[src/rtl/morra_cinese_match.sv]
// Two-player Morra Cinese match engine: referees rounds, applies the repeat-winning-move
// void rule, tracks advantage and ends the match. Optional MORRA_SCORE_EN adds win/draw tallies.
module morra_cinese_match #(
    parameter int MIN_ROUNDS = 4,
    parameter int WIN_MARGIN = 2,
    parameter int MAX_VOID   = 3,
    parameter int CNT_W      = 5,
    localparam int ADV_W     = $clog2(WIN_MARGIN + 1) + 1
) (
    input  logic                    clk,
    input  logic                    rst_n,
    input  logic                    START,
    input  logic [1:0]              P1,
    input  logic [1:0]              P2,
    input  logic                    MOVE_VALID,
    output logic [1:0]              ROUND,
    output logic                    ROUND_VALID,
    output logic [1:0]              GAME,
    output logic [CNT_W-1:0]        PLAYED,
    output logic signed [ADV_W-1:0] ADV
`ifdef MORRA_SCORE_EN
    ,
    output logic [CNT_W-1:0]        P1_WINS,
    output logic [CNT_W-1:0]        P2_WINS,
    output logic [CNT_W-1:0]        DRAWS
`endif
);

    localparam int VC_W = $clog2(MAX_VOID + 1);

    localparam logic [1:0] MV_NONE  = 2'b00;
    localparam logic [1:0] ROCK     = 2'b01;
    localparam logic [1:0] PAPER    = 2'b10;
    localparam logic [1:0] SCISSORS = 2'b11;

    localparam logic [1:0] RES_VOID = 2'b00;
    localparam logic [1:0] RES_P1   = 2'b01;
    localparam logic [1:0] RES_P2   = 2'b10;
    localparam logic [1:0] RES_DRAW = 2'b11;

    localparam logic [1:0] WIN_NONE = 2'b00;
    localparam logic [1:0] WIN_P1   = 2'b01;
    localparam logic [1:0] WIN_P2   = 2'b10;

    localparam logic signed [ADV_W-1:0] ADV_ZERO = ADV_W'(0);
    localparam logic signed [ADV_W-1:0] ADV_ONE  = ADV_W'(1);
    localparam logic signed [ADV_W-1:0] WM_POS   = ADV_W'(WIN_MARGIN);
    localparam logic signed [ADV_W-1:0] WM_NEG   = -WM_POS;
    localparam logic [VC_W-1:0]         VC_MAX   = VC_W'(MAX_VOID);

    typedef enum logic [1:0] {
        S_IDLE = 2'b00,
        S_PLAY = 2'b01,
        S_DONE = 2'b10
    } state_e;

    function automatic logic beats(input logic [1:0] a, input logic [1:0] b);
        return ((a == ROCK) && (b == SCISSORS)) ||
               ((a == PAPER) && (b == ROCK)) ||
               ((a == SCISSORS) && (b == PAPER));
    endfunction

    state_e                  state_q, state_d;
    logic [1:0]              round_q, round_d;
    logic                    round_valid_q, round_valid_d;
    logic [1:0]              game_q, game_d;
    logic [CNT_W-1:0]        played_q, played_d;
    logic signed [ADV_W-1:0] adv_q, adv_d;
    logic [CNT_W-1:0]        to_play_q, to_play_d;
    logic [VC_W-1:0]         void_cnt_q, void_cnt_d;
    logic [1:0]              prev_win_q, prev_win_d;
    logic [1:0]              prev_move_q, prev_move_d;
    logic                    is_void_s;
`ifdef MORRA_SCORE_EN
    logic [CNT_W-1:0]        p1_wins_q, p1_wins_d;
    logic [CNT_W-1:0]        p2_wins_q, p2_wins_d;
    logic [CNT_W-1:0]        draws_q, draws_d;
`endif

    // A round is void on a missing move or when the previous winner repeats its winning move
    always_comb begin
        is_void_s = (P1 == MV_NONE) || (P2 == MV_NONE) ||
                    ((prev_win_q == WIN_P1) && (P1 == prev_move_q)) ||
                    ((prev_win_q == WIN_P2) && (P2 == prev_move_q));
    end

    // Next-state: START restart, round scoring and end-of-match decision
    always_comb begin
        state_d       = state_q;
        round_d       = round_q;
        round_valid_d = 1'b0;
        game_d        = game_q;
        played_d      = played_q;
        adv_d         = adv_q;
        to_play_d     = to_play_q;
        void_cnt_d    = void_cnt_q;
        prev_win_d    = prev_win_q;
        prev_move_d   = prev_move_q;
`ifdef MORRA_SCORE_EN
        p1_wins_d     = p1_wins_q;
        p2_wins_d     = p2_wins_q;
        draws_d       = draws_q;
`endif
        if (START) begin
            state_d     = S_PLAY;
            round_d     = RES_VOID;
            game_d      = 2'b00;
            played_d    = {CNT_W{1'b0}};
            adv_d       = ADV_ZERO;
            to_play_d   = CNT_W'({P1, P2}) + CNT_W'(MIN_ROUNDS);
            void_cnt_d  = {VC_W{1'b0}};
            prev_win_d  = WIN_NONE;
            prev_move_d = MV_NONE;
`ifdef MORRA_SCORE_EN
            p1_wins_d   = {CNT_W{1'b0}};
            p2_wins_d   = {CNT_W{1'b0}};
            draws_d     = {CNT_W{1'b0}};
`endif
        end else if ((state_q == S_PLAY) && MOVE_VALID) begin
            round_valid_d = 1'b1;
            if (is_void_s) begin
                round_d    = RES_VOID;
                void_cnt_d = void_cnt_q + VC_W'(1);
            end else begin
                played_d   = played_q + CNT_W'(1);
                void_cnt_d = {VC_W{1'b0}};
                if (beats(P1, P2)) begin
                    round_d     = RES_P1;
                    adv_d       = adv_q + ADV_ONE;
                    prev_win_d  = WIN_P1;
                    prev_move_d = P1;
`ifdef MORRA_SCORE_EN
                    p1_wins_d   = p1_wins_q + CNT_W'(1);
`endif
                end else if (beats(P2, P1)) begin
                    round_d     = RES_P2;
                    adv_d       = adv_q - ADV_ONE;
                    prev_win_d  = WIN_P2;
                    prev_move_d = P2;
`ifdef MORRA_SCORE_EN
                    p2_wins_d   = p2_wins_q + CNT_W'(1);
`endif
                end else begin
                    round_d     = RES_DRAW;
                    prev_win_d  = WIN_NONE;
                    prev_move_d = MV_NONE;
`ifdef MORRA_SCORE_EN
                    draws_d     = draws_q + CNT_W'(1);
`endif
                end
            end
            // End check is evaluated on the post-round values
            if (adv_d >= WM_POS) begin
                game_d = 2'b01;
            end else if (adv_d <= WM_NEG) begin
                game_d = 2'b10;
            end else if (played_d == to_play_q) begin
                if (adv_d > ADV_ZERO) begin
                    game_d = 2'b01;
                end else if (adv_d < ADV_ZERO) begin
                    game_d = 2'b10;
                end else begin
                    game_d = 2'b11;
                end
            end else if (void_cnt_d == VC_MAX) begin
                game_d = 2'b11;
            end else begin
                game_d = 2'b00;
            end
            if (game_d != 2'b00) begin
                state_d = S_DONE;
            end else begin
                state_d = S_PLAY;
            end
        end else begin
            state_d = state_q;
        end
    end

    // State and output registers
    always_ff @(posedge clk or negedge rst_n) begin
        if (!rst_n) begin
            state_q       <= S_IDLE;
            round_q       <= RES_VOID;
            round_valid_q <= 1'b0;
            game_q        <= 2'b00;
            played_q      <= {CNT_W{1'b0}};
            adv_q         <= ADV_ZERO;
            to_play_q     <= {CNT_W{1'b0}};
            void_cnt_q    <= {VC_W{1'b0}};
            prev_win_q    <= WIN_NONE;
            prev_move_q   <= MV_NONE;
`ifdef MORRA_SCORE_EN
            p1_wins_q     <= {CNT_W{1'b0}};
            p2_wins_q     <= {CNT_W{1'b0}};
            draws_q       <= {CNT_W{1'b0}};
`endif
        end else begin
            state_q       <= state_d;
            round_q       <= round_d;
            round_valid_q <= round_valid_d;
            game_q        <= game_d;
            played_q      <= played_d;
            adv_q         <= adv_d;
            to_play_q     <= to_play_d;
            void_cnt_q    <= void_cnt_d;
            prev_win_q    <= prev_win_d;
            prev_move_q   <= prev_move_d;
`ifdef MORRA_SCORE_EN
            p1_wins_q     <= p1_wins_d;
            p2_wins_q     <= p2_wins_d;
            draws_q       <= draws_d;
`endif
        end
    end

    assign ROUND       = round_q;
    assign ROUND_VALID = round_valid_q;
    assign GAME        = game_q;
    assign PLAYED      = played_q;
    assign ADV         = adv_q;
`ifdef MORRA_SCORE_EN
    assign P1_WINS     = p1_wins_q;
    assign P2_WINS     = p2_wins_q;
    assign DRAWS       = draws_q;
`endif

endmodule
[config.mk]
export PLATFORM = sky130hd
export DESIGN_NAME = morra_cinese_match
export DESIGN_NICKNAME = d
export VERILOG_FILES = /design/src/rtl/morra_cinese_match.sv
export SDC_FILE = /design/constraint.sdc
export NUM_CORES = 1
export LEC_CHECK = 0
export ABC_AREA = 1
export ABC_CLOCK_PERIOD_IN_PS = 2400
export BUFFER_PORTS_ARGS = -buffer_cell sky130_fd_sc_hd__buf_4
export CAP_MARGIN = 15
export CORE_MARGIN = 3
export CORE_UTILIZATION = 45
export DETAILED_ROUTE_END_ITERATION = 6
export PLACE_DENSITY = 0.74
export SYNTH_ARGS = -nofsm -noshare
export SYNTH_HDL_FRONTEND = slang
export SYNTH_SLANG_ARGS = --single-unit
[constraint.sdc]
create_clock -name clk -period 2.4 [get_ports clk]
set_input_delay 0.72 -clock clk [delete_from_list [all_inputs] [get_ports clk]]
set_output_delay 0.72 -clock clk [all_outputs]
set_load 0.05 [all_outputs]
Word-level counts from Yosys, hierarchy flattened
Cells that the tools add are included.
Cells by class
  reductions and logical operators: 21
  equal/unequal tests: 14
  add/sub/neg operators: 5
  $lt $le $gt $ge: 4
  multiplexer cells: 47
Operator list (count)
  two-way mux 2 bit: 31
  two-way mux 5 bit: 5
  two-way mux 3 bit: 7
  equality test 2 bit, second input constant: 6
  logical AND 1 bit: 9
  equality test 2 x 1 -> 1 bit, second input constant: 4
  logical OR 1 bit: 7
  adder 4 x 3 -> 5 bit, second input constant: 1
  adder 5 x 1 -> 5 bit, second input constant: 1
  equality test 5 bit: 1
  equality test 2 bit: 2
  logical NOT 2 bit: 2
  two-way mux 1 bit: 4
  nonzero test 2 bit: 2
  adder 3 x 2 -> 3 bit, second input constant: 1
  >= comparator 3 bit, second input constant: 1
  > comparator 3 x 1 -> 1 bit, second input constant: 1
  less-or-equal comparator 3 x 2 -> 1 bit, second input constant: 1
  < comparator 3 x 1 -> 1 bit, second input constant: 1
  subtractor 3 x 2 -> 3 bit, second input constant: 1
  adder 2 x 1 -> 2 bit, second input constant: 1
  != test 2 bit, second input constant: 1
  AND reduction 2 bit: 1
Storage, ports and cells
  output and inout port bits: 13
  bits of input ports: 8
  register bits after elaboration: 26

Longest topological paths before layout
Gate-level depths: netlist of the first run.
  depth after elaboration: 21
  depth in mapped cells: 19
  depth with buffers taken out: 17

Worst setup path after synthesis of the first run
OpenSTA, ideal clock, no wires.
  kind: input -> register
  start: input port P1[0]
  end: register state_q[0]
  cell stages on the path: 16
  slack: 0.212 ns
  data required time: 2.282 ns
  buffers on the path: 0
  arrival time: 2.070 ns
  cells stage by stage: inv_1 > ha_1 > nand3_1 > nand3_2 > o21ai_0 > nand2_1 > o21ai_1 > nand2_1 > o21ai_1 > inv_1 > o21ai_2 > nand3_1 > nand2_1 > nand2_2 > nand2_2 > nor2_2
Between the ends
  longest elaborated chain between the ends: 21
  elaborated cells between the ends (all ways): 48
  those cells by class: order compare (4); eq/ne (6); mux (22); reduce/logical (16)
Ends and longest elaborated chain
  start, declared: line 13  | input logic [1:0] P1,
  equality test 2 bit or equality test 2 x 1 -> 1 bit (tied branches): line 58, 60, 59
  logical AND 1 bit, on equally long branches: line 58, 59
  logical OR 1 bit: line 58  | return ((a == ROCK) && (b == SCISSORS)) ||
  logical OR 1 bit: line 59  | ((a == PAPER) && (b == ROCK)) ||
  two-way mux 3 bit: line 135  | end else if (beats(P2, P1)) begin
  two-way mux 3 bit: line 127  | if (beats(P1, P2)) begin
  two-way mux 3 bit: line 121  | if (is_void_s) begin
  two-way mux 3 bit: line 119  | end else if ((state_q == S_PLAY) && MOVE_VALID) begin
  [... 5 more ...]
  two-way mux 2 bit: line 155  | end else if (adv_d <= WM_NEG) begin
  two-way mux 2 bit *: line 153  | if (adv_d >= WM_POS) begin
  two-way mux 2 bit *: line 119
  two-way mux 2 bit *: line 104  | if (START) begin
  nonzero test 2 bit *: line 170  | if (game_d != 2'b00) begin
  two-way mux 2 bit *: line 170
  two-way mux 2 bit *: line 119
  two-way mux 2 bit *: line 104
  end signal, assigned: line 199  | state_q <= state_d;
  end, declared: line 63  | state_e state_q, state_d;
Mark *: on every way between the ends. The rest lies on a longest branch, timed or not. The select of a mux whose other input is x is not followed.
A chain may end at the register's enable or synchronous reset.

Worst setup path in the final report of the first run
Same ends and word-level chain as after synthesis.

==> results of run 1 <==
==> worst min-delay path by stage <==
stage	start	end	slack (ps)
2_1_floorplan	rst_n	ADV[0]	420
3_3_place_gp	GAME[0]	GAME[0]	470
3_5_place_dp	GAME[1]	GAME[1]	470
4_1_cts	rst_n	PLAYED[2]	350
5_1_grt	rst_n	PLAYED[0]	360
6_report	rst_n	PLAYED[0]	340
==> worst max-delay path: cells and delay by family <==
family / cells / cell delay [ps]
and+or+nand+nor: 13 / 1080
AOI/OAI and AO/OA: 1 / 180
adders and majority gates: 1 / 200
buffers and inverters: 2 / 180
==> area by class of cell <==
cell class	count	share of cell area, %
inverter	33	6.11
clock buffer	3	1.92
timing repair buffer	40	14.0
sequential	26	30.3
multi-input combinational	164	44.9
tap	48	2.79
==> state kept, by name, summed over array words and instances (netlist names) <==
register	cells
ADV	3
GAME	2
prev_win_q	2
to_play_q	5
ROUND	2
state_q	2
PLAYED	5
ROUND_VALID	1
prev_move_q	2
void_cnt_q	2
==> what timing repair did <==
item                       CTS  global route
setup endpoints to repair    0             4
buffers inserted             0             2
gates resized for setup      0             7
==> power by group <==
| part | internal, uW | switching [uW] |
|---|---|---|
| combinational | 213 | 363 |
| sequential | 491 | 47.6 |
| clock | 113 | 133 |
==> per-layer routing <==
layer	track usage (%)	vias up	routed length, microns
met5	0	-	0
met4	3.41	0	29
met3	4.38	6	152
met2	31.5	23	1920
met1	23.1	726	1840
li1	-	814	-
==> metrics by stage <==
stage	util (%)	hold WS [ps]
2_1_floorplan	-	424
3_3_place_gp	55.7	474
3_5_place_dp	55.7	470
4_1_cts	56.8	352
5_1_grt	57.8	359
6_report	57.8	343
==> cells in the final DEF (no fill, tap or decap), types with 6 or more instances in the layout <==
master   count
nand3_1     30
o22ai_1      7
o21ai_0     14
ha_1         6
dfrtp_1     26
inv_1       25
nand2_2     10
nor2_1      10
nand2_1     52
buf_4       40
==> kinds of logic after synthesis <==
| kind of cell | count (synthesis) | share of synthesized area (%) |
|---|---|---|
| AND/OR/NAND/NOR | 116 | 32.1 |
| AO/OA/AOI/OAI | 32 | 11.4 |
| adder cells (fa/ha/maj) | 7 | 4.95 |
| buffers and inverters | 37 | 9.96 |
| XOR/XNOR | 9 | 4.88 |
| flip-flops | 26 | 36.7 |
==> impl_metrics.env, run 1 <==
export IMPL_first_pass_iters=4
export IMPL_synth_avg_cell_area_sq_um=7.80
export IMPL_hp_class="in -> async"
export IMPL_grt_max_degree=27
export IMPL_syn_inst=227
export IMPL_slowest_stage="nor2_4"
export IMPL_critPathMaxFanout=6
export IMPL_clock_latency_ps=270
export IMPL_period_minus_slack_ps=2220
export IMPL_reg2regPathDepth=16
export IMPL_cts_buffers=3
export IMPL_clk_pin_slew_ps=90
export IMPL_initial_core_util_pct=47.6
export IMPL_maxCapViolCount=0
export IMPL_r2r_end="state_q[0]"
export IMPL_grt_pass1_wl_mm=6.46
export IMPL_drtAntennaViolNets=0
export IMPL_seq_area_sq_um=651
export IMPL_setup_violations=0
export IMPL_synth_fp_nets=242
export IMPL_nNetsFinal=283
export IMPL_place_congestion=0.876
export IMPL_relSlewSlack_pct=77.3
export IMPL_viasPerCell=5.00
export IMPL_num_vias=1569
export IMPL_core_area_sq_um=3720
export IMPL_drtIter0Drc=117
export IMPL_max_stage_delay_ps=210
export IMPL_track_usage_pct=18.2
export IMPL_outcome="complete, no violations"
export IMPL_crit_start="P1[0]"
export IMPL_io_buffers=20
export IMPL_ys_seq_elements=26
export IMPL_multi_input_area_sq_um=966
export IMPL_fin_skew_ps=6.10
export IMPL_period_share_pct=92.4
export IMPL_antenna_found_initial=0
export IMPL_power_uw=1360
export IMPL_synth_edff_count=0
export IMPL_peakVddDrop_uv=496
export IMPL_cp_common_cell="nand2_2"
export IMPL_worst_pin_slew_ps=341
export IMPL_drcViolationCount=0
export IMPL_fp_dieW_microns=68.7
export IMPL_fill_cells=361
export IMPL_power_density_nw_per_um2=632
export IMPL_wirelength_mm=3.94
export IMPL_yosysTopAreaCellShare_pct=36.7
export IMPL_finalSetupTns_ps=0
export IMPL_syn_area_sq_um=1770
export IMPL_place_hpwl_mm=3.01
export IMPL_yosys_top_cells_count="53 x nand2_1, 32 x nand3_1, 26 x dfrtp_1, 26 x inv_1, 15 x o21ai_0"
export IMPL_worst_slack_ps=183
export IMPL_crit_chain="buf_4 -> inv_1 -> ha_2 -> a21oi_4 -> nand2_2 -> nor2_4 -> nand2_2 -> nand2_2 -> nand2_1 -> nand2_1 -> nand2_1 -> nor2_2 -> nand2_1 -> nand3_1 -> nand2_2 -> nand2_2 -> nor2_2"
export IMPL_ys_warn_count=0
export IMPL_htree_levels=1
export IMPL_cp_arrival_ps=2380
export IMPL_cts_root_buf="clkbuf_8"
export IMPL_diodes=0
export IMPL_syn_to_final_growth_pct=21.4
export IMPL_grt_pass1_vias=1491
export IMPL_placed_cells=309
export IMPL_cts_buffer_depth=2
export IMPL_cts_sinks=26
export IMPL_dieArea_sq_um=4720
export IMPL_layoutNonFillerInstCount=314
export IMPL_rsz0062_at_grt="false"
export IMPL_critical_path_class="in -> reg"
export IMPL_yosysUniqueCellTypes=28
export IMPL_hold_violations=0
export IMPL_place_area_sq_um=2070
export IMPL_cp_data_required_time_ps=2570
export IMPL_synth_most_common_cell="nand2_1"
export IMPL_wl_per_cell_microns=12.6
export IMPL_layout_drive_gt1_share_pct=29.3
export IMPL_regToRegSetupSlack_ps=440
export IMPL_synth_top_area_cell="dfrtp_1"
export IMPL_slew_viol_final=0
export IMPL_async_flop_share_pct=100
export IMPL_rows=22
export IMPL_leakage_uw=0.00108
export IMPL_cts_tree="built"
export IMPL_die_h_microns=68.7
export IMPL_dp_slack_ps=-167
export IMPL_synthFlopType="dfrtp_1"
export IMPL_fin_area_sq_um=2150
export IMPL_synth_area_top_cells="dfrtp_1 37%, nand2_1 11%, nand3_1 9.0%"
export IMPL_critPathCaptureType="register"
export IMPL_overflow=0
export IMPL_rr_startpoint="ADV[0]"
export IMPL_fmax_mhz=451
export IMPL_postCtsHoldBufs=0
export IMPL_io_pins=21
export IMPL_yosysSeqAreaShare_pct=36.7
export IMPL_setup_worst_path_end="state_q[0]"
export IMPL_startpoint_type="input pin"
(Power assumes the default switching activity.)
==> run 2, diff against run 1 <==
- ABC_AREA: 1 -> default
- CORE_MARGIN: 3 -> 10
==> impl_metrics.env, run 2 <==
export IMPL_outcome="complete, but fails checks"
export IMPL_failed_checks="negative setup slack"
export IMPL_layoutNonFillerInstCount=262
export IMPL_synth_most_common_cell="dfrtp_1"
export IMPL_layout_common_cells="40 x buf_4, 26 x dfrtp_1, 18 x nand2_1"
export IMPL_synth_area_top_cells="dfrtp_1 39%, ha_1 5.2%, xnor2_1 5.2%"
export IMPL_postCtsHoldBufs=0
export IMPL_placed_cells=254
export IMPL_fin_skew_ps=2.21
export IMPL_ys_warn_count=0
export IMPL_synth_fp_nets=191
export IMPL_cts_buffer_depth=2
export IMPL_cts_buffers=3
export IMPL_first_pass_iters=4
export IMPL_nNetsFinal=230
export IMPL_num_vias=1384
export IMPL_period_share_pct=101
export IMPL_synth_avg_cell_area_sq_um=9.58
export IMPL_syn_inst=176
export IMPL_async_flop_share_pct=100
export IMPL_layout_drive_gt1_share_pct=35.0
export IMPL_ys_seq_elements=26
export IMPL_maxCapViolCount=0
export IMPL_cp_data_required_time_ps=2560
export IMPL_yosysSeqAreaShare_pct=38.6
export IMPL_yosys_top_cells_count="26 x dfrtp_1, 18 x nand2_1, 17 x nor2_1, 12 x a21oi_1, 10 x xnor2_1"
export IMPL_place_hpwl_mm=2.97
export IMPL_cp_arrival_ps=2580
export IMPL_clock_latency_ps=270
export IMPL_io_pins=21
export IMPL_critical_path_top_delay_family="multiplexers"
export IMPL_path_buf_inv=2
export IMPL_period_minus_slack_ps=2420
export IMPL_grt_pass1_wl_mm=6.87
export IMPL_max_stage_delay_ps=390
export IMPL_worst_pin_slew_ps=330
export IMPL_htree_levels=1
export IMPL_worst_slack_ps=-20.0
export IMPL_cts_tree="built"
export IMPL_yosysUniqueCellTypes=46
export IMPL_die_h_microns=81.2
export IMPL_place_congestion=0.872
export IMPL_wl_per_cell_microns=15.2
export IMPL_synth_edff_count=0
export IMPL_rr_startpoint="prev_move_q[0]"
export IMPL_setup_violations=2
export IMPL_syn_area_sq_um=1690
export IMPL_antenna_found_initial=0
export IMPL_fmax_mhz=413
export IMPL_synth_top_area_cell="dfrtp_1"
export IMPL_crit_chain="buf_12 -> inv_12 -> ha_4 -> mux2i_1 -> mux2i_2 -> or3b_4 -> a21oi_4 -> xor2_2 -> mux2_4 -> o21ai_2 -> o21ai_1"
export IMPL_slowest_stage="or3b_4"
export IMPL_diodes=0
export IMPL_leakage_uw=0.00101
export IMPL_cts_root_buf="clkbuf_8"
export IMPL_critPathMaxFanout=5
export IMPL_relSlewSlack_pct=78.0
export IMPL_yosysTopAreaCellShare_pct=38.6
export IMPL_fill_cells=308
export IMPL_critical_path_class="in -> reg"
export IMPL_crit_start="P1[1]"
export IMPL_fp_dieW_microns=81.2
export IMPL_track_usage_pct=12.9
export IMPL_clk_pin_slew_ps=90
export IMPL_dieArea_sq_um=6590
export IMPL_final_common_cell="buf_4"
export IMPL_grt_pass1_vias=1486
export IMPL_power_uw=1460
export IMPL_cts_sinks=26
export IMPL_critPathCaptureType="register"
export IMPL_rsz0062_at_grt="true"
export IMPL_hold_violations=0
export IMPL_initial_core_util_pct=46.4
export IMPL_synthFlopType="dfrtp_1"
export IMPL_core_area_sq_um=3630
export IMPL_peakVddDrop_uv=314
export IMPL_hp_class="in -> async"
export IMPL_grt_max_degree=27
export IMPL_drcViolationCount=0
export IMPL_rows=22
export IMPL_wirelength_mm=4.00
export IMPL_drtIter0Drc=69
export IMPL_slew_viol_final=0
export IMPL_io_buffers=20
export IMPL_drtAntennaViolNets=0
export IMPL_syn_to_final_growth_pct=31.8
export IMPL_power_density_nw_per_um2=656
export IMPL_startpoint_type="input pin"
export IMPL_viasPerCell=5.28
export IMPL_overflow=0
## run 2: per-stage QoR
step	utilization (%)	setup slack [ps]	cell area [sq um]	TNS (ps)	hold WS, ps
after floorplan	-	-188	1760	-405	424
after global placement	56.6	-380	2060	-2350	487
after detailed placement	56.6	-459	2060	-3050	514
after CTS	60.3	-10.3	2190	-19.6	350
after global routing	61.1	-67.7	2220	-213	360
final	61.1	-20.0	2220	-33.2	338
## run 2: metal layers
metal	vias up	track usage [%]	share of wire (%)
li1	684	-	-
met1	675	15.2	44
met2	21	22.5	51
met5	-	0	0
met3	4	2.65	3.9
met4	0	5.02	1.1
## run 2: layout make-up
| cell class | count | area (sq um) | area share (%) |
|---|---|---|---|
| Clock buffer | 3 | 41.3 | 1.86 |
| Clock inverter | 1 | 30.0 | 1.35 |
| Inverter | 7 | 51.3 | 2.31 |
| Multi-Input combinational cell | 135 | 1050 | 47.2 |
| Sequential cell | 26 | 651 | 29.3 |
| Tap cell | 48 | 60.1 | 2.70 |
| Timing Repair Buffer | 42 | 340 | 15.3 |
## run 2: logic make-up (layout without fill, tap and decap cells)
group / count (synthesis) / after routing / share of synthesized area (%)
adder cells (fa/ha/maj): 7 / 7 / 5.20
buffers and inverters: 15 / 53 / 4.01
AND/OR/NAND/NOR: 70 / 70 / 22.5
AO/OA/AOI/OAI: 31 / 31 / 13.8
flip-flops: 26 / 26 / 38.6
XOR/XNOR: 17 / 17 / 9.28
multiplexers: 10 / 10 / 6.61
## run 2: final timing paths
kind                                  endpoint  slack (ps)  cells after the start
worst min-delay path            prev_move_q[0]         340                      1
worst max register to register      state_q[1]         120                      9
worst max-delay path                state_q[1]         -20                     11
min in group clk                    state_q[0]         520                      1
max in group asynchronous        void_cnt_q[0]        1810                      1
worst min register to register      state_q[0]         520                      1
## run 2: report_power, final
part	switching [uW]	internal (uW)
combinational	321	236
clock	141	223
sequential	48.8	487
## run 2: repair_timing
action / CTS / global route
resized for setup: 10 / 3
buffers inserted: 2 / 2
gates cloned: 0 / 0
endpoints found under the setup margin: 4 / 5
pin swaps: 4 / 0
